**src/rtl/serial_arbiter_pkg.sv**
```systemverilog
// Shared types and constants for the two-source byte-serial frame arbiter.
package serial_arbiter_pkg;

  typedef enum logic [1:0] {
    ST_IDLE    = 2'd0,
    ST_GRANT   = 2'd1,
    ST_RELEASE = 2'd2
  } state_t;

  localparam int NUM_SRC         = 2;
  localparam int SRC_TRACE       = 0;
  localparam int SRC_HOST        = 1;
  localparam int DEF_FRAME_BYTES = 16;

  localparam logic [7:0] CNT8_MAX = 8'hFF;

  // Event counter that sticks at its maximum instead of wrapping.
  function automatic logic [7:0] sat_inc8(input logic [7:0] v);
    return (v == CNT8_MAX) ? v : v + 8'd1;
  endfunction

  function automatic logic [NUM_SRC-1:0] src_onehot(input logic src);
    return src ? 2'b10 : 2'b01;
  endfunction

endpackage

```
**src/rtl/serial_arbiter_if.sv**
```systemverilog
// Source-side and downstream-side handshake bundle of the frame arbiter.
interface serial_arbiter_if;

  logic [1:0] SrcReq;
  logic [1:0] SrcNext;
  logic [1:0] SrcReady;
  logic [7:0] SrcVal0;
  logic [7:0] SrcVal1;
  logic       DataNext;
  logic       DataReady;
  logic [7:0] DataVal;
  logic [1:0] Grant;
  logic [7:0] TimeoutCnt;

  modport master (
    input  SrcReq, SrcReady, SrcVal0, SrcVal1, DataNext,
    output SrcNext, DataReady, DataVal, Grant, TimeoutCnt
  );

  modport slave (
    output SrcReq, SrcReady, SrcVal0, SrcVal1, DataNext,
    input  SrcNext, DataReady, DataVal, Grant, TimeoutCnt
  );

endinterface

```
**src/rtl/serial_arb_pick.sv**
```systemverilog
// Combinational weighted picker: source 0 keeps winning contested rounds until
// it has taken WEIGHT0 frames in a row, then source 1 gets one.
module serial_arb_pick
  import serial_arbiter_pkg::*;
#(
  parameter int WEIGHT0 = 2,
  parameter int C0_W    = $clog2(WEIGHT0 + 1)
) (
  input  logic [NUM_SRC-1:0] req,
  input  logic [C0_W-1:0]    c0,
  output logic               winner,
  output logic               valid
);

  localparam logic [C0_W-1:0] C0_LIMIT = C0_W'(WEIGHT0);

  always_comb begin
    valid  = |req;
    winner = 1'(SRC_TRACE);
    if (req == 2'b10) begin
      winner = 1'(SRC_HOST);
    end else if (req == 2'b11) begin
      winner = (c0 >= C0_LIMIT);
    end
  end

endmodule

```
**src/rtl/serial_arbiter.sv**
```systemverilog
// Weighted round-robin arbiter that forwards whole frames from two byte-serial
// sources to one downstream port and abandons a grant if its source goes silent.
module serial_arbiter
  import serial_arbiter_pkg::*;
#(
  parameter int FRAME_BYTES = DEF_FRAME_BYTES,
  parameter int WEIGHT0     = 2,
  parameter int TIMEOUT     = 1024,
  parameter int TMO_W       = 11
) (
  input logic              clk,
  input logic              rst,
  serial_arbiter_if.master bus
);

  localparam int BCNT_W = $clog2(FRAME_BYTES + 1);
  localparam int C0_W   = $clog2(WEIGHT0 + 1);

  localparam logic [BCNT_W-1:0] BCNT_LAST = BCNT_W'(FRAME_BYTES - 1);
  localparam logic [TMO_W-1:0]  TMO_LAST  = TMO_W'(TIMEOUT - 1);
  localparam logic [C0_W-1:0]   C0_MAX    = C0_W'(WEIGHT0);

  state_t             state_reg;
  logic [NUM_SRC-1:0] grant_reg;
  logic [BCNT_W-1:0]  bcnt_reg;
  logic [TMO_W-1:0]   tmo_reg;
  logic [C0_W-1:0]    c0_reg;
  logic               data_ready_reg;
  logic [7:0]         data_val_reg;
  logic [7:0]         timeout_cnt_reg;

  logic [7:0]         src_val [NUM_SRC];
  logic [NUM_SRC-1:0] src_next;
  logic               in_grant;
  logic               owner;
  logic               byte_in;
  logic               pick_winner;
  logic               pick_valid;

  assign src_val[SRC_TRACE] = bus.SrcVal0;
  assign src_val[SRC_HOST]  = bus.SrcVal1;

  assign in_grant = (state_reg == ST_GRANT);
  assign owner    = grant_reg[SRC_HOST];
  // Strobes from the source that does not own the grant are masked out here.
  assign byte_in  = |(bus.SrcReady & grant_reg);

  for (genvar gi = 0; gi < NUM_SRC; gi++) begin : g_next
    assign src_next[gi] = bus.DataNext & grant_reg[gi] & in_grant;
  end

  serial_arb_pick #(
    .WEIGHT0 (WEIGHT0),
    .C0_W    (C0_W)
  ) u_pick (
    .req    (bus.SrcReq),
    .c0     (c0_reg),
    .winner (pick_winner),
    .valid  (pick_valid)
  );

  always_ff @(posedge clk) begin
    if (rst) begin
      state_reg       <= ST_IDLE;
      grant_reg       <= '0;
      bcnt_reg        <= '0;
      tmo_reg         <= '0;
      c0_reg          <= '0;
      data_ready_reg  <= 1'b0;
      data_val_reg    <= '0;
      timeout_cnt_reg <= '0;
    end else begin
      data_ready_reg <= 1'b0;
      unique case (state_reg)
        ST_IDLE: begin
          if (pick_valid) begin
            grant_reg <= src_onehot(pick_winner);
            bcnt_reg  <= '0;
            tmo_reg   <= '0;
            state_reg <= ST_GRANT;
            if (pick_winner == 1'(SRC_HOST)) begin
              c0_reg <= '0;
            end else if (c0_reg != C0_MAX) begin
              c0_reg <= c0_reg + C0_W'(1);
            end
          end
        end
        ST_GRANT: begin
          // A byte arriving on the expiry cycle still counts and restarts the timer.
          if (byte_in) begin
            data_val_reg   <= src_val[owner];
            data_ready_reg <= 1'b1;
            bcnt_reg       <= bcnt_reg + BCNT_W'(1);
            tmo_reg        <= '0;
            if (bcnt_reg == BCNT_LAST) begin
              state_reg <= ST_RELEASE;
            end
          end else if (tmo_reg == TMO_LAST) begin
            grant_reg       <= '0;
            timeout_cnt_reg <= sat_inc8(timeout_cnt_reg);
            state_reg       <= ST_IDLE;
          end else begin
            tmo_reg <= tmo_reg + TMO_W'(1);
          end
        end
        ST_RELEASE: begin
          grant_reg <= '0;
          state_reg <= ST_IDLE;
        end
        default: begin
          grant_reg <= '0;
          state_reg <= ST_IDLE;
        end
      endcase
    end
  end

  assign bus.SrcNext    = src_next;
  assign bus.DataReady  = data_ready_reg;
  assign bus.DataVal    = data_val_reg;
  assign bus.Grant      = grant_reg;
  assign bus.TimeoutCnt = timeout_cnt_reg;

endmodule

```
**src/flat_wrapper.sv**
```systemverilog
// flat-port wrapper written by rule: the top's interface ports become plain ports
module serial_arbiter_flat import serial_arbiter_pkg::*;
#(
  parameter int FRAME_BYTES = DEF_FRAME_BYTES,
  parameter int WEIGHT0     = 2,
  parameter int TIMEOUT     = 1024,
  parameter int TMO_W       = 11
)
  (clk, rst, bus_SrcReq, bus_SrcReady, bus_SrcVal0, bus_SrcVal1, bus_DataNext, bus_SrcNext, bus_DataReady, bus_DataVal, bus_Grant, bus_TimeoutCnt);
  serial_arbiter_if bus_i ();
  input logic clk;
  input logic rst;
  input wire logic [$bits(bus_i.SrcReq)-1:0] bus_SrcReq;
  input wire logic [$bits(bus_i.SrcReady)-1:0] bus_SrcReady;
  input wire logic [$bits(bus_i.SrcVal0)-1:0] bus_SrcVal0;
  input wire logic [$bits(bus_i.SrcVal1)-1:0] bus_SrcVal1;
  input wire logic [$bits(bus_i.DataNext)-1:0] bus_DataNext;
  output wire logic [$bits(bus_i.SrcNext)-1:0] bus_SrcNext;
  output wire logic [$bits(bus_i.DataReady)-1:0] bus_DataReady;
  output wire logic [$bits(bus_i.DataVal)-1:0] bus_DataVal;
  output wire logic [$bits(bus_i.Grant)-1:0] bus_Grant;
  output wire logic [$bits(bus_i.TimeoutCnt)-1:0] bus_TimeoutCnt;
  assign bus_i.SrcReq = bus_SrcReq;
  assign bus_i.SrcReady = bus_SrcReady;
  assign bus_i.SrcVal0 = bus_SrcVal0;
  assign bus_i.SrcVal1 = bus_SrcVal1;
  assign bus_i.DataNext = bus_DataNext;
  assign bus_SrcNext = bus_i.SrcNext;
  assign bus_DataReady = bus_i.DataReady;
  assign bus_DataVal = bus_i.DataVal;
  assign bus_Grant = bus_i.Grant;
  assign bus_TimeoutCnt = bus_i.TimeoutCnt;
  serial_arbiter #(.FRAME_BYTES(FRAME_BYTES), .WEIGHT0(WEIGHT0), .TIMEOUT(TIMEOUT), .TMO_W(TMO_W)) u_core (.clk(clk), .rst(rst), .bus(bus_i));
endmodule
```
**config.mk**
```make
export PLATFORM = sky130hd
export DESIGN_NAME = serial_arbiter_flat
export DESIGN_NICKNAME = d
export VERILOG_FILES = /design/src/rtl/serial_arbiter_pkg.sv /design/src/rtl/serial_arbiter_if.sv /design/src/rtl/serial_arb_pick.sv /design/src/rtl/serial_arbiter.sv /design/src/flat_wrapper.sv
export SDC_FILE = /design/constraint.sdc
export NUM_CORES = 1
export LEC_CHECK = 0
export ABC_CLOCK_PERIOD_IN_PS = 1700
export BUFFER_PORTS_ARGS = -buffer_cell sky130_fd_sc_hd__buf_2
export CAP_MARGIN = 15
export CORE_MARGIN = 8
export CORE_UTILIZATION = 49
export CTS_CLUSTER_SIZE = 10
export DETAILED_ROUTE_END_ITERATION = 8
export GPL_TIMING_DRIVEN = 1
export PLACE_DENSITY = 0.86
export SYNTH_ARGS = -nofsm -noshare
export SYNTH_HDL_FRONTEND = slang
export SYNTH_SLANG_ARGS = --single-unit
```
**constraint.sdc**
```tcl
create_clock -name clk -period 1.7 [get_ports clk]
set_clock_uncertainty 0.05 [all_clocks]
set_input_delay 0.085 -clock clk [delete_from_list [all_inputs] [get_ports clk]]
set_output_delay 0.085 -clock clk [all_outputs]
set_load 0.01 [all_outputs]
```
==> impl_results.md, run 1 <==
* IR drop worst, VDD at 0.541 mV
* Max Cap Violations at 0
* Mapped Cells at approximately 230
* Worst path bufs/invs at 0
* Initial antenna violation count at 0
* Global Route Usage Sum at ~18%
* Final setup viols at 0
* Root Buffer: clkbuf_8
* Synth area leaders: dfxtp_1, mux2i_1, a211oi_1
* Max Root-Sink Buffers at 2
* EDFF count, synth at 0
* Number of port buffers at 43
* Cell taking the most area after synthesis: dfxtp_1
* Fin worst setup slack at around 0.06 ns
* Core Rows at 23
* Die ar. at approximately 6500 sq um
* Syn Area/Cell at ~9 sq um
* CP Data Arrival Time at 1.83 ns
* Antenna viol nets, final at 0
* Initial core utilization at roughly half
* Worst reg2reg path startpoint: u_core.tmo_reg[0]$_SDFFE_PP0P_
* P&R area growth vs syn at 37.1%
* Post-synth top cells: dfxtp_1, nor2_1, a21oi_1
* FILL cells at about 290
* Period utilization at 96.5%
* CTS Buf Count at 5
* Worst path cell trace: ha_4, and4b_2, nand4_4, or4_4, a21oi_2
* Drt first pass iters at 5
* DR vias/cell at around 6.1
* Core Footprint at around 4000 sq um
* Least-Margin Pin Slew at between 0.7 and 0.8 ns
* #FFs+latches synth at 39
* Crit. Startpoint: u_core.tmo_reg[0]$_SDFFE_PP0P_
* Die Width at 80.9 um
* Pins Over Slew Limit at 0
* GPL Wtd Cong at 0.876
* Core Util, Final at 70.3%
* Pre-CTS setup slack at -0.0888 ns
* Synth Flop Type: dfxtp_1
* Clk_lat worst skew at about 0.31 ns
* Number of diodes at 0
* Crit path max fanout at 6
* WP data required at between 1.5 and 2 ns
* Max incr delay on CP at between 0.4 and 0.5 ns
* Layout cells sized above 1 at a little over a third
* CP endpoint kind: flop
* WS Path Type: reg -> reg
* Syn_nets at 260
* Residual DRC count at 0
* Critical-path top delay cell: or4_4
* # IOs at 44
* Vias at approximately 2200
* Worst Setup Start Kind: flop
* Max-slew headroom at between 40% and 50%
* Lkg Pwr at 1.15 nW
* Die H at 80.9 um
* Post-Route WL at around 6000 um
* First-pass GRT wire length at around 9300 um
* Tmin final at 1.64 ns
* Top cell family by delay on the critical path: simple AND/OR/NAND/NOR gates
* Post-synth cell types at 45
* Top cell type's share of synthesized area at approximately 38%
* CTS clk-pin slew, worst paths at ~0.080 ns
* Min-delay src: bus_SrcVal0[2]
* Fmax at slightly above 0.6 GHz
* Congestion Overflow GR at 0
* Clock H-tree levels at 2
* Async SR Flop Fraction at 0%
* Status: finished, final reports clean
* Fin nets at between 300 and 400
* Power Density at 738 nW/um^2
* Clock tree from TritonCTS: done
* Class of the worst hold path: in -> reg
* Largest net degree at the start of global routing at between 40 and 50
* Final hold vios at 0
* Top-count cell post-synth: dfxtp_1
* Max reg flops at 11
* Hold_ws at roughly 0.061 ns
* RSZ-0062 raised after global routing: yes
* DR WL/cell at 17.0 um
* Synth warn at 0
* Post-Synthesis Cell Area at between 2000 and 2500 sq um
* Final HPWL from detailed placement at between 3000 and 4000 um
* Vias in the first global route at between 2000 and 2500
* Register area share after synthesis at 37.8%
* Clock Sinks at 39
* Initial DRC count at around 220
per-layer routing:
metal | GRT usage, % | wire length [um]
met5 | 0 | 0
met4 | 7.68 | 160
met3 | 6.18 | 376
met2 | 28.7 | 3080
met1 | 20.8 | 2540
layout make-up:
| class | instances | area (sq um) | share of cell area [%] |
|---|---|---|---|
| multi-input combinational | 176 | 1330 | 47.1 |
| sequential | 39 | 785 | 27.7 |
| timing repair buffer | 83 | 519 | 18.3 |
| clock inverter | 1 | 30.0 | 1.06 |
| clock buffer | 6 | 72.6 | 2.56 |
| inverter | 8 | 30.0 | 1.06 |
| tap | 50 | 62.6 | 2.21 |
cell families (layout without fill, tap and decap cells):
group / Yosys count / after routing / synth area share [%]
compound gates: 61 / 61 / 19.7
fa+ha+maj: 5 / 5 / 3.03
buf+inv: 18 / 98 / 3.82
flops: 39 / 39 / 37.8
mux: 15 / 15 / 7.27
simple gates: 94 / 95 / 28.3
worst paths after layout:
| path | slack, ns | cells past startpoint | end |
|---|---|---|---|
| max reg2reg | 0.06 | 5 | u_core.bus.TimeoutCnt[3]$_SDFFE_PP0P_ |
| max | 0.06 | 5 | u_core.bus.TimeoutCnt[3]$_SDFFE_PP0P_ |
| min | 0.06 | 3 | u_core.bus.DataVal[2]$_SDFFE_PP0P_ |
| min reg2reg | 0.44 | 2 | u_core.bcnt_reg[3]$_SDFFE_PP0P_ |
what timing repair did:
item	CTS	global route
pin swaps	2	11
buffers inserted	4	6
setup endpoints to repair	7	19
hold buffers	0	0
resized for setup	8	19
gates cloned	1	0
metrics by stage:
stage	TNS (ns)	instances	total power, W	instance area, sq um
floorplan	0	232	0.00116	2070
global placement	-0.110	345	0.00128	2520
detailed placement	-0.270	345	0.00129	2520
CTS	0	357	0.00205	2710
global route	-0.0427	363	0.00219	2830
finish	0	363	0.00209	2830
placed cells by master, fill, tap and decap left out, types with 7 or more instances in the layout:
master / Yosys / final
a211oi_1: 13 / 12
a21oi_1: 16 / 13
buf_2: 3 / 43
buf_4: 0 / 39
dfxtp_1: 39 / 36
inv_1: 7 / 7
mux2i_1: 15 / 15
nand2_1: 7 / 7
nand3_1: 7 / 7
nand3b_1: 7 / 7
nand4_1: 7 / 7
nor2_1: 17 / 17
power by group:
group	switching, W	internal (W)	leakage [nW]
Combinational	0.000189	0.000172	0.782
Clock	0.000334	0.000430	0.0513
Sequential	0.0000246	0.000941	0.317
Total	0.000547	0.00154	1.15
worst min-delay path, delay by kind of cell:
| kind | cells | cell delay, ns |
|---|---|---|
| muxes | 1 | 0.11 |
| buffers and inverters | 1 | 0.09 |
| AOI/OAI and AO/OA | 1 | 0.08 |
No activity file was read; power rests on OpenSTA's default activity.
==> run 2, diff against run 1 <==
Settings changed: CORE_UTILIZATION 49 to 34, PLACE_DENSITY 0.86 to 0.66, SYNTH_HIERARCHICAL set to 1.
==> run 2 against run 1 <==
Net effect:
- the flow now finishes with violations (setup timing)
- clock power is 21% lower
- total power shrank 14%
- sequential share of layout area up 1.6 points
- sequential power shrank 2%
- via count decreased by 7.4%
- non-clock buffer count increased by 3
- critical path type unchanged
- largest cell class unchanged
- highest routed layer unchanged
==> impl_results.md, run 2 <==
* Tmin final at roughly 1.8 ns
* Final HPWL from detailed placement at between 3000 and 4000 um
* Period utilization at 105%
* Pins Over Slew Limit at 0
* Worst path cell trace: nand4_4, or4_4, or4_1, a21oi_1
* P_sw at roughly 0.00047 W
* Max Cap Violations at 0
* Fin nets at roughly 340
* WS Path Type: reg -> reg
* Clock power frac at approximately a third
* Sequential share of power at between 50% and 60%
* Die Width at 91.9 um
* Most frequent cells in the layout: buf_2, buf_4, dfxtp_1
* WP data required at 1.88 ns
* # IOs at 44
* DR vias/cell at ~5.3
* Async SR Flop Fraction at 0%
* Crit. Startpoint: u_core/tmo_reg[9]$_SDFFE_PP0P_
* Post-Route WL at about 5400 um
* CP endpoint kind: flop
* Layout cells sized above 1 at between 30% and 40%
* Core Rows at 27
* Top-count cell post-synth: dfxtp_1
* Syn_nets at between 200 and 300
* Top cell type's share of synthesized area at between 30% and 40%
* RSZ-0062 raised after global routing: yes
* Fin worst setup slack at -0.0929 ns
* Pre-CTS setup slack at -0.187 ns
* Max-slew headroom at roughly three quarters
* Clock Sinks at 39
* GPL Wtd Cong at around 0.75
* Max reg flops at 11
* Number of port buffers at 43
* GRT met3 Usage at 3.18%
* Most common cell after layout, fill and taps aside: buf_2
* Synth Flop Type: dfxtp_1
* FILL cells at between 500 and 600
* Drt first pass iters at 4
* Vias at 2063
* Worst path bufs/invs at 0
* IR drop worst, VDD at between 0.4 and 0.5 mV
* Root Buffer: clkbuf_8
* Power Density at 663 nW/um^2
* Comb power frac at between 10% and 20%
* Crit path max fanout at 8
* Antenna viol nets, final at 0
* Register area share after synthesis at around two fifths
* Final setup TNS at -0.396 ns
* Max incr delay on CP at 0.54 ns
* Synth warn at 6
* DR WL/cell at roughly 14 um
* Global Route Usage Sum at between 10% and 20%
* CTS Buf Count at 5
* Clock tree from TritonCTS: done
* P&R area growth vs syn at 39.1%
* Max Root-Sink Buffers at 2
* Number of diodes at 0
* Net Sw Frac at roughly 26%
* Syn Area/Cell at between 8 and 9 sq um
* Vias in the first global route at roughly 2100
* Largest net degree at the start of global routing at 33
* EDFF count, synth at 0
* Grt met1 use at between 15 and 20%
* Die ar. at about 8400 sq um
* CTS clk-pin slew, worst paths at ~0.080 ns
* Initial core utilization at between 30% and 40%
* Top cell family by delay on the critical path: simple AND/OR/NAND/NOR gates
* Class of the worst hold path: in -> reg
* Post-synth top cells: dfxtp_1, nor2_1, a21oi_1
* Placed cell count at ~380
* Initial antenna violation count at 0
* Core Footprint at between 5000 and 6000 sq um
* Fmax at ~0.56 GHz
* Clock H-tree levels at 2
* Mapped Cells at roughly 230
* CP Data Arrival Time at just under 2 ns
* Synth area leaders: dfxtp_1, a211oi_1, mux2i_1
* Layout Cells excl Fill at 386
* Clk_lat worst skew at a little under 0.3 ns
* Initial DRC count at 82
* Hold Buf Count CTS at 0
* Status: complete, but fails checks
* First-pass GRT wire length at 9380 um
* Lkg Pwr at around 1.1 nW
* Least-Margin Pin Slew at 0.344 ns
* Worst Setup Start Kind: flop
* Post-synth cell types at between 40 and 50
* Post-Synthesis Cell Area at 1960 sq um
* Congestion Overflow GR at 0
* Min-delay src: rst
* #FFs+latches synth at 39
* Final setup viols at 6
* Critical-path top delay cell: or4_4
* Met2 Resource Use GR at around 22%
* Global routing's busiest layer: met2
* Failing checks: setup timing
* Residual DRC count at 0
* Int Power at approximately 0.0013 W
* Cell taking the most area after synthesis: dfxtp_1
* Worst reg2reg path startpoint: u_core/tmo_reg[9]$_SDFFE_PP0P_
* Die H at 91.9 um
* Final hold vios at 0
-- run 2: power groups by stage --
stage	Combinational [W]	Clock (W)	Sequential (W)
after floorplan	0.000123	0	0.000976
after global placement	0.000242	0	0.000966
after detailed placement	0.000246	0	0.000967
after CTS	0.000252	0.000626	0.000946
after global routing	0.000281	0.000665	0.000949
final	0.000252	0.000606	0.000946
-- run 2: timing repair --
| action | 4_1_cts | 5_1_grt |
|---|---|---|
| gates cloned | 0 | 0 |
| hold endpoints to repair | 0 | 0 |
| resized for setup | 14 | 2 |
| endpoints found under the setup margin | 11 | 15 |
| pin swaps | 10 | 4 |
| buffers inserted | 2 | 1 |
-- run 2: final cells by class --
cell class                 instances  area [sq um]  area share (%)
multi-input combinational        169          1160            42.5
sequential                        39           797            29.3
timing repair buffer              86           554            20.3
tap                               72          90.1            3.31
clock buffer                       8          80.1            2.94
inverter                          12          45.0            1.65
-- run 2: layer usage --
layer	up-vias	share of wire, %
met4	0	0.76
met5	-	0
met2	49	47
met1	975	48
li1	1035	-
met3	4	3.7
-- run 2: stage by stage --
step | hold slack [ns] | utilization, % | cell area [sq um] | power, W
4_1_cts | 0.00499 | 49.1 | 2720 | 0.00183
5_1_grt | 0.00784 | 49.2 | 2720 | 0.00189
6_report | 0.00334 | 49.2 | 2720 | 0.00180
2_1_floorplan | 0.214 | - | 2010 | 0.00110
3_3_place_gp | 0.320 | 46.5 | 2580 | 0.00121
3_5_place_dp | 0.326 | 46.5 | 2580 | 0.00121
-- run 2: path summary, 6_finish.rpt --
check / endpoint / slack (ns) / cells past startpoint
worst max-delay path: u_core/bus.TimeoutCnt[4]$_SDFFE_PP0P_ / -0.09 / 4
worst min-delay path: u_core/bcnt_reg[1]$_SDFFE_PP0P_ / 0.003 / 2
worst max register to register: u_core/bus.TimeoutCnt[4]$_SDFFE_PP0P_ / -0.09 / 4
worst min register to register: u_core/bcnt_reg[4]$_SDFFE_PP0P_ / 0.43 / 2
-- run 2: cell families after synthesis --
group,count (synthesis),share of synthesized area (%)
AND/OR/NAND/NOR,84,22.9
AO/OA/AOI/OAI,68,23.1
flip-flops,39,39.9
buffers and inverters,25,4.86
multiplexers,9,4.66
adder cells (fa/ha/maj),5,3.19
XOR/XNOR,3,1.34
==> run 3, diff against run 2 <==
Settings changed: HOLD_SLACK_MARGIN set to 0.02, SLEW_MARGIN set to 40, SYNTH_HIERARCHICAL 1 to unset.
==> run 3 against run 2 <==
Net effect:
- fmax up 6.3%
- hold slack improved by 0.076 ns
- critical path depth rose by 2
- design area up 0.55%
- largest power group unchanged
- clock power increased by 2%
- critical endpoint is now u_core.tmo_reg[7]$_SDFFE_PP0P_
- count of clock-buffer cells in the layout fell by 2
- core utilization decreased by 2.6 points
- non-clock buffer count decreased by 11
- die area is 4.5% higher
- the run now ends clean
- highest routed layer unchanged
- sequential share of layout area down 0.57 points
- cell count decreased by 1.6%
==> impl_results.md, run 3 (synthesized netlist as in run 1, its figures left out) <==
* CTS clk-pin slew, worst paths at approximately 0.080 ns
* Number of port buffers at 43
* # IOs at 44
* IR drop worst, VDD at a little under 0.3 mV
* Fin nets at roughly 330
* First-pass GRT wire length at just over 8000 um
* Die Width at around 94 um
* Initial core utilization at a little over a third
* DR vias/cell at 5.30
* WP data required at 1.79 ns
* Power Density at 696 nW/um^2
* CTS Buf Count at 5
* Hold Buf Count CTS at 0
* Residual DRC count at 0
* Die H at between 90 and 100 um
* Max Cap Violations at 0
* Initial DRC count at between 80 and 90
* Global Route Usage Sum at between 10% and 20%
* CP Data Arrival Time at roughly 1.8 ns
* Vias in the first global route at ~1800
* Antenna viol nets, final at 0
* Final setup viols at 0
* Post-Route WL at 5210 um
* Most common cell after layout, fill and taps aside: buf_2
* Max incr delay on CP at approximately 0.33 ns
* RSZ-0062 raised after global routing: yes
* CP endpoint kind: flop
* Most frequent cells in the layout: buf_2, dfxtp_1, buf_4
* Clock Sinks at 39
* Die ar. at between 8000 and 9000 sq um
* Worst Setup Start Kind: flop
* Crit. Startpoint: u_core.tmo_reg[0]$_SDFFE_PP0P_
* Crit path max fanout at 5
* Clock tree from TritonCTS: done
* WS Path Type: reg -> reg
* Max reg flops at 11
* Drt first pass iters at 4
* Status: finished, final reports clean
* Clk_lat worst skew at around 0.29 ns
* Worst reg2reg path startpoint: u_core.tmo_reg[0]$_SDFFE_PP0P_
* FILL cells at ~600
* Lkg Pwr at around 1.1 nW
* GPL Wtd Cong at 0.819
* Clock H-tree levels at 2
* Class of the worst hold path: in -> reg
* Core Util, Final at a little under half
* Max Root-Sink Buffers at 2
* Final hold vios at 0
* Layout cells sized above 1 at approximately 33%
* Pins Over Slew Limit at 0
* Overall Power at around 0.0019 W
* Root Buffer: clkbuf_8
* Largest net degree at the start of global routing at 46
* Period utilization at between 90% and 100%
* Worst Reg2Reg Path Length in Cells at 6
* Critical-path top delay cell: dfxtp_2
* FF-to-FF setup slack at 0.01 ns
* Tmin final at about 1.7 ns
* Initial antenna violation count at 0
* Final HPWL from detailed placement at ~3800 um
* R2r endpoint: u_core.tmo_reg[7]$_SDFFE_PP0P_
* Least-Margin Pin Slew at roughly 0.77 ns
* Critical Path End: u_core.tmo_reg[7]$_SDFFE_PP0P_
* Fmax at slightly below 0.6 GHz
* Congestion Overflow GR at 0
* Number of diodes at 0
* Vias at roughly 2000
* Core Rows at 28
* Core Footprint at a little under 6000 sq um
* P&R area growth vs syn at 32.6%
* Max-slew headroom at between 40% and 50%
* DR WL/cell at ~14 um
* Worst path cell trace: ha_1, and4b_2, buf_4, and4_4, o311ai_2, a31oi_1
==> run 3: cell count changes in the layout (fill, tap and decap cells not counted), moves of 5 or more <==
cell and delta:
mux2i_1 +7, dfxtp_1 +5, inv_1 -5, o21ai_1 +6
or3b_1 +6, nand3b_1 +7, o21ai_0 -5, buf_4 -10
==> run 3: cell type report <==
| class | count | area (sq um) | area share [%] |
|---|---|---|---|
| Clock buffer | 6 | 72.6 | 2.65 |
| Multi-Input combinational cell | 175 | 1280 | 46.6 |
| Timing Repair Buffer | 75 | 468 | 17.1 |
| Inverter | 8 | 30.0 | 1.10 |
| Tap cell | 75 | 93.8 | 3.43 |
| Sequential cell | 39 | 786 | 28.7 |
| Clock inverter | 2 | 12.5 | 0.457 |
==> run 3: worst min-delay path by stage <==
stage	slack, ns	start	endpoint	cells after the start
2_1_floorplan	0.25	bus_SrcReq[0]	u_core.bus.Grant[0]$_SDFFE_PP0P_	2
3_3_place_gp	0.38	bus_SrcVal0[0]	u_core.bus.DataVal[0]$_SDFFE_PP0P_	3
3_5_place_dp	0.39	bus_SrcVal0[6]	u_core.bus.DataVal[6]$_SDFFE_PP0P_	3
4_1_cts	0.07	bus_SrcVal0[6]	u_core.bus.DataVal[6]$_SDFFE_PP0P_	3
5_1_grt	0.08	bus_SrcVal0[3]	u_core.bus.DataVal[3]$_SDFFE_PP0P_	3
6_report	0.08	bus_SrcVal0[7]	u_core.bus.DataVal[7]$_SDFFE_PP0P_	3
==> run 3: repair_timing <==
action | 4_1_cts | 5_1_grt
pin swaps | 0 | 4
setup endpoints to repair | 4 | 14
buffers inserted | 0 | 1
resized for setup | 1 | 16
==> run 3: metrics by stage <==
step	hold WS (ns)	worst slack, ns	setup TNS (ns)	instance area, sq um	instances
6_report	0.0790	0.0129	0	2740	380
2_1_floorplan	0.249	0.0151	0	2070	232
5_1_grt	0.0791	-0.0300	-0.0844	2740	380
3_3_place_gp	0.378	0.0142	0	2570	371
4_1_cts	0.0718	-0.0199	-0.0371	2670	379
3_5_place_dp	0.391	-0.0400	-0.0625	2570	371
==> run 3: layer usage <==
metal	vias to the layer above	share of wire (%)	GRT usage, %
li1	1031	-	-
met3	5	3.1	2.96
met2	24	50	19.5
met5	-	0	0
met4	0	0.88	3.17
met1	955	46	13.7
==> run 3: worst max-delay path: cells and delay by family (launching register included) <==
kind | cells | cell delay [ns]
AOI/OAI and AO/OA | 2 | 0.37
adders and majority gates | 1 | 0.19
buffers and inverters | 1 | 0.16
DFF | 1 | 0.33
and+or+nand+nor | 2 | 0.44
==> run 3: report_power, final <==
| part | internal (W) | switching [W] |
|---|---|---|
| registers | 0.000941 | 0.0000208 |
| clock network | 0.000287 | 0.000331 |
| logic | 0.000157 | 0.000171 |
